<file path="src/rtl/lock_pkg.sv">
// Shared state encoding and default code constants for the password lock.
package lock_pkg;

    typedef enum logic [2:0] {
        ST_IDLE,
        ST_ENTRY,
        ST_CHECK,
        ST_UNLOCKED,
        ST_LOCKOUT
    } state_e;

    localparam logic [15:0] DEF_PASSWORD  = 16'h1947;
    localparam int          DEF_MAX_FAILS = 3;

endpackage

</file>
<file path="src/rtl/lockout_timer.sv">
// Down-counter that holds busy for CYCLES clocks after a start pulse.
module lockout_timer #(
    parameter logic [31:0] CYCLES = 32'd50_000_000
) (
    input  logic clk,
    input  logic rst,
    input  logic start_i,
    output logic busy_o,
    output logic done_o
);

    logic [31:0] cnt_q;
    logic        busy_q;

    always_ff @(posedge clk or posedge rst) begin
        if (rst) begin
            cnt_q  <= '0;
            busy_q <= 1'b0;
        end else if (start_i) begin
            busy_q <= 1'b1;
            cnt_q  <= (CYCLES == 32'd0) ? 32'd0 : CYCLES - 32'd1;
        end else if (busy_q) begin
            if (cnt_q == 32'd0) begin
                busy_q <= 1'b0;
            end else begin
                cnt_q <= cnt_q - 32'd1;
            end
        end
    end

    assign busy_o = busy_q;
    assign done_o = busy_q && (cnt_q == 32'd0);

endmodule

</file>
<file path="src/rtl/password_lock_fsm.sv">
// Digit-by-digit code lock; PASSWORD_LOCK_LOCKOUT_EN adds fail counting
// and a timed lockout after MAX_FAILS consecutive wrong codes.
module password_lock_fsm
    import lock_pkg::*;
#(
    parameter int                   DIGITS         = 4,
    parameter logic [4*DIGITS-1:0]  PASSWORD       = (4*DIGITS)'(DEF_PASSWORD),
    parameter int                   MAX_FAILS      = DEF_MAX_FAILS,
    parameter logic [31:0]          LOCKOUT_CYCLES = 32'd50_000_000
) (
    input  logic       clk,
    input  logic       rst,
    input  logic [3:0] i_digit,
    input  logic       i_enter,
    input  logic       i_relock,
    output logic [3:0] hex,
    output logic       o_unlock,
    output logic       o_error,
    output logic       o_locked_out,
    output logic [3:0] o_count
);

    localparam int         W        = 4 * DIGITS;
    localparam logic [3:0] DIGITS_C = 4'(DIGITS);

    state_e         state_q;
    logic [W-1:0]   buf_q;
    logic [3:0]     hex_q;
    logic [3:0]     cnt_q;
    logic           unlock_q;
    logic           error_q;

    logic [W-1:0]   buf_d;
    logic [3:0]     cnt_d;
    logic           match;

    assign buf_d = (buf_q << 4) | W'(i_digit);
    assign cnt_d = cnt_q + 4'd1;
    assign match = (buf_q == PASSWORD);

`ifdef PASSWORD_LOCK_LOCKOUT_EN
    localparam logic [7:0] MAX_C = 8'(MAX_FAILS);

    logic [7:0] fails_q;
    logic [7:0] fails_d;
    logic       locked_q;
    logic       tmr_start;
    logic       tmr_busy;
    logic       tmr_done;

    assign fails_d   = (fails_q >= MAX_C) ? fails_q : fails_q + 8'd1;
    assign tmr_start = (state_q == ST_CHECK) && !match && (fails_d >= MAX_C);

    lockout_timer #(
        .CYCLES (LOCKOUT_CYCLES)
    ) u_timer (
        .clk     (clk),
        .rst     (rst),
        .start_i (tmr_start),
        .busy_o  (tmr_busy),
        .done_o  (tmr_done)
    );

    assign o_locked_out = locked_q;
`else
    logic unused_cfg;
    assign unused_cfg   = ^{MAX_FAILS, LOCKOUT_CYCLES};
    assign o_locked_out = 1'b0;
`endif

    always_ff @(posedge clk or posedge rst) begin
        if (rst) begin
            state_q  <= ST_IDLE;
            buf_q    <= '0;
            hex_q    <= '0;
            cnt_q    <= '0;
            unlock_q <= 1'b0;
            error_q  <= 1'b0;
`ifdef PASSWORD_LOCK_LOCKOUT_EN
            fails_q  <= '0;
            locked_q <= 1'b0;
`endif
        end else begin
            error_q <= 1'b0;
            unique case (state_q)
                ST_IDLE, ST_ENTRY: begin
                    if (i_enter) begin
                        buf_q   <= buf_d;
                        hex_q   <= i_digit;
                        cnt_q   <= cnt_d;
                        state_q <= (cnt_d == DIGITS_C) ? ST_CHECK : ST_ENTRY;
                    end
                end
                ST_CHECK: begin
                    if (match) begin
                        unlock_q <= 1'b1;
                        hex_q    <= '0;
                        state_q  <= ST_UNLOCKED;
`ifdef PASSWORD_LOCK_LOCKOUT_EN
                        fails_q  <= '0;
`endif
                    end else begin
                        error_q <= 1'b1;
                        buf_q   <= '0;
                        cnt_q   <= '0;
                        hex_q   <= '0;
                        state_q <= ST_IDLE;
`ifdef PASSWORD_LOCK_LOCKOUT_EN
                        fails_q <= fails_d;
                        if (fails_d >= MAX_C) begin
                            locked_q <= 1'b1;
                            state_q  <= ST_LOCKOUT;
                        end
`endif
                    end
                end
                ST_UNLOCKED: begin
                    if (i_relock) begin
                        unlock_q <= 1'b0;
                        buf_q    <= '0;
                        cnt_q    <= '0;
                        hex_q    <= '0;
                        state_q  <= ST_IDLE;
                    end
                end
`ifdef PASSWORD_LOCK_LOCKOUT_EN
                ST_LOCKOUT: begin
                    // a stalled timer must never trap the lock
                    if (tmr_done || !tmr_busy) begin
                        locked_q <= 1'b0;
                        fails_q  <= '0;
                        state_q  <= ST_IDLE;
                    end
                end
`endif
                default: state_q <= ST_IDLE;
            endcase
        end
    end

    assign hex      = hex_q;
    assign o_unlock = unlock_q;
    assign o_error  = error_q;
    assign o_count  = cnt_q;

endmodule

</file>
<file path="config.mk">
export PLATFORM = sky130hd
export DESIGN_NAME = password_lock_fsm
export DESIGN_NICKNAME = d
export VERILOG_FILES = /design/src/rtl/lock_pkg.sv /design/src/rtl/lockout_timer.sv /design/src/rtl/password_lock_fsm.sv
export SDC_FILE = /design/constraint.sdc
export NUM_CORES = 1
export LEC_CHECK = 0
export ABC_AREA = 0
export CAP_MARGIN = 20
export CORE_MARGIN = 2
export CORE_UTILIZATION = 48
export CTS_BUF_LIST = sky130_fd_sc_hd__clkbuf_2
export DETAILED_ROUTE_END_ITERATION = 16
export GPL_TIMING_DRIVEN = 0
export PLACE_DENSITY_LB_ADDON = 0.2
export SYNTH_ARGS = -nofsm -noshare
export SYNTH_HDL_FRONTEND = slang
export SYNTH_HIERARCHICAL = 1
export SYNTH_SLANG_ARGS = --single-unit
</file>
<file path="constraint.sdc">
create_clock -name clk -period 2.33 [get_ports clk]
set_input_delay 0.466 -clock clk [delete_from_list [all_inputs] [get_ports clk]]
set_output_delay 0.466 -clock clk [all_outputs]
set_load 0.005 [all_outputs]
</file>
==> results.rst <==
.. list-table::
   :header-rows: 1

   * - Metric
     - Value
   * - N_diodes
     - 0
   * - Effective utilization at floorplan
     - 0.518
   * - Sequential area share after synthesis
     - 0.600
   * - Detailed-route via count
     - 831
   * - Hold violation total from the final report
     - 0
   * - Die width
     - 53.3 um
   * - CP Launch Type
     - register
   * - Clock-pin slew of the registers on the worst-case setup and hold paths
     - 0.26 ns
   * - Depth of the worst register-to-register path
     - 5
   * - Global-route wire length before repair
     - 3770 um
   * - Unique cell type count in the Yosys netlist
     - 28
   * - Ys Warns
     - 6
   * - Post-cts repair resize count
     - 0
   * - Cell taking the most area after synthesis
     - dfrtp_1
   * - GPL Wtd Cong
     - 0.730
   * - # H-tree levels
     - 1
   * - Hold Worst Slack
     - 0.302 ns
   * - Net count after synthesis
     - 99
   * - Highest Clock Rate
     - 524 MHz
   * - Crit Reg-Reg Startpoint
     - buf_q[7]$_DFFE_PP0P_
   * - Leak Pwr
     - 0.644 nW
   * - Final count of pins violating max slew
     - 0
   * - Max-capacitance violation count
     - 0
   * - Drt first-iter violations
     - 15
   * - Most common flop cell mapped by yosys
     - dfrtp_1
   * - Share of the synthesized area in the top cell type
     - 0.600
   * - Floorplan Core Area
     - 0.00225 mm2
   * - Share of synthesized flip-flops with an asynchronous set or reset
     - 1.00
   * - Post-DRT Antenna Nets
     - 0
   * - Gate count of the mapped netlist
     - 90
   * - HP Class
     - primary input to async pin
   * - Max rail drop VDD
     - 475 uV
   * - Result of the run
     - completed
   * - Half-perimeter wire length after placement
     - 1480 um
   * - Total of buffers placed on input and output ports
     - 17
   * - Total grt overflow
     - 0
   * - Number of antenna violations at the first check in global routing
     - 0
   * - Setup repair after global routing missed its margin
     - no
   * - Count of flip-flops with a built-in enable after synthesis
     - 0
   * - Capture instance of the worst register-to-register path
     - buf_q[1]$_DFFE_PP0P_
   * - Share of cells above drive strength 1
     - 0.0804
   * - Setup total negative slack
     - 0 ns
   * - Die height
     - 53.3 um
   * - Element type at the critical path end
     - register
   * - Register-to-register setup slack
     - 0.42 ns
   * - Seq cells post-synth
     - 28
   * - Post-CTS Setup Bufs
     - 0
   * - Via density per instance
     - 5.94
   * - DIE AREA
     - 0.00284 mm2
   * - Area delta synth->final
     - 21.5%
   * - Final period demand of the worst path
     - 1.91 ns
   * - Post-Route WL
     - 2220 um
   * - Number of global-route vias before repair
     - 791
   * - GRT Util Overall
     - 0.188
   * - TritonCTS Buffers
     - 3
   * - Quantity of hold-fixing buffers added after cts
     - 0
   * - Fraction of the core area covered by cells at the end of the flow
     - 0.629
   * - Floorplan row count
     - 17
   * - Critical path class
     - register to register
   * - Bufs on Longest Clock Path
     - 2
   * - Synth Cell Area
     - 0.00117 mm2
   * - Power density of the placed cells
     - 853 mW/mm2
   * - Required time reported for the critical path endpoint
     - 2.64 ns
   * - Setup violators final
     - 0
   * - First-pass iteration count of the detailed router
     - 4
   * - Final period util
     - 0.819
   * - CTS root buffer
     - clkbuf_2
   * - Sinks on the clock net
     - 28
   * - Leading cell types by total area after synthesis
     - dfrtp_1 60%, a22o_1 16%, nor2b_1 2.1%, nor4_4 1.8%, mux2i_1 1.7%
   * - Worst-Skew Late Latency
     - 0.36 ns
   * - NumNets Final
     - 122
   * - # DRC
     - 0
   * - Ports placed on the boundary
     - 19
   * - Avg Cell Area, Syn
     - 13.0 um2
   * - Clock Skew
     - 0.0126 ns
   * - Maximum number of pins on one net before global-route repair
     - 29
   * - TritonCTS clock tree
     - yes
   * - Worst Path Arrival
     - 2.22 ns
   * - Detail-routed net length per standard cell
     - 15.8 um
   * - Critical-path maximum fanout
     - 10
-- cells by family (layout without fill, tap and decap cells) --
family                   Yosys count  count (layout)  share of synthesized area
AO/OA/AOI/OAI                     30              30                      0.207
flip-flops                        28              28                      0.600
AND/OR/NAND/NOR                   18              18                      0.114
buffers and inverters              9              31                     0.0386
multiplexers                       3               3                     0.0268
adder cells (fa/ha/maj)            1               1                     0.0107
other                              1               1                    0.00321
-- cell type report --
cell class | instances | area (um2)
fill | 195 | 836
timing repair buffer | 18 | 198
clock inverter | 1 | 3.75
buffer | 7 | 37.5
inverter | 2 | 7.51
sequential | 28 | 701
tap | 28 | 35.0
clock buffer | 3 | 15.0
multi-input combinational | 53 | 422
-- cells in the mapped netlist (2+ instances only) --
cell,n
a22o_1,21
a31oi_1,2
clkbuf_1,5
dfrtp_1,28
inv_1,2
mux2i_1,2
nand2_1,3
nand3_1,2
nor2_1,2
nor2b_1,4
o21ai_0,2
-- worst max-delay path by stage --
stage,start,endpoint,slack [ns]
global placement,i_enter,o_count[1]$_DFFE_PP0P_,0.29
finish,buf_q[7]$_DFFE_PP0P_,buf_q[1]$_DFFE_PP0P_,0.42
floorplan,buf_q[7]$_DFFE_PP0P_,buf_q[0]$_DFFE_PP0P_,0.62
global route,state_q[1]$_DFFE_PP0P_,buf_q[15]$_DFFE_PP0P_,0.32
CTS,buf_q[7]$_DFFE_PP0P_,buf_q[1]$_DFFE_PP0P_,0.41
detailed placement,i_enter,buf_q[11]$_DFFE_PP0P_,0.29
-- through the flow --
step                total power, W  setup slack, ns  std cells  instance area [um2]
floorplan                 0.000876            0.622         90                 1170
finish                     0.00121            0.422        140                 1420
CTS                        0.00121            0.410        139                 1390
global placement           0.00102            0.293        135                 1370
global route               0.00128            0.319        140                 1420
detailed placement         0.00104            0.287        135                 1370
-- per-layer routing --
layer,track usage,share of wire
met3,0.0254,0.044
met1,0.285,0.48
met5,0,0
met2,0.267,0.47
met4,0.0769,0.0063
-- critical path, cell delays in order, from the launching register on --
cell,delay [ns]
dfrtp_1,0.46
or4b_4,0.57
nor4_4,0.34
a21o_1,0.20
buf_6,0.15
a22o_1,0.15
-- layout by cell type (no fill, tap or decap), types with 2 or more instances in the layout --
cell type,Yosys,final
nor2_1,2,2
a22o_1,21,21
a31oi_1,2,2
clkdlybuf4s50_1,0,17
nand2_1,3,3
o21ai_0,2,2
inv_1,2,2
dfrtp_1,28,28
nor2b_1,4,4
clkbuf_1,5,5
mux2i_1,2,2
clkbuf_2,0,3
nand3_1,2,2
-- power by group --
group          internal (W)  switching, W  total, W
clock             0.0000373      0.000141  0.000178
sequential         0.000597     0.0000979  0.000695
combinational      0.000211      0.000127  0.000338
-- sequential cells by signal, summed over array words and instances, names as in the netlist --
name and count:
hex 4, o_count 4, o_unlock 1, state_q 2
buf_q 16, o_error 1
Note: power is estimated with default switching activity, not from simulation.
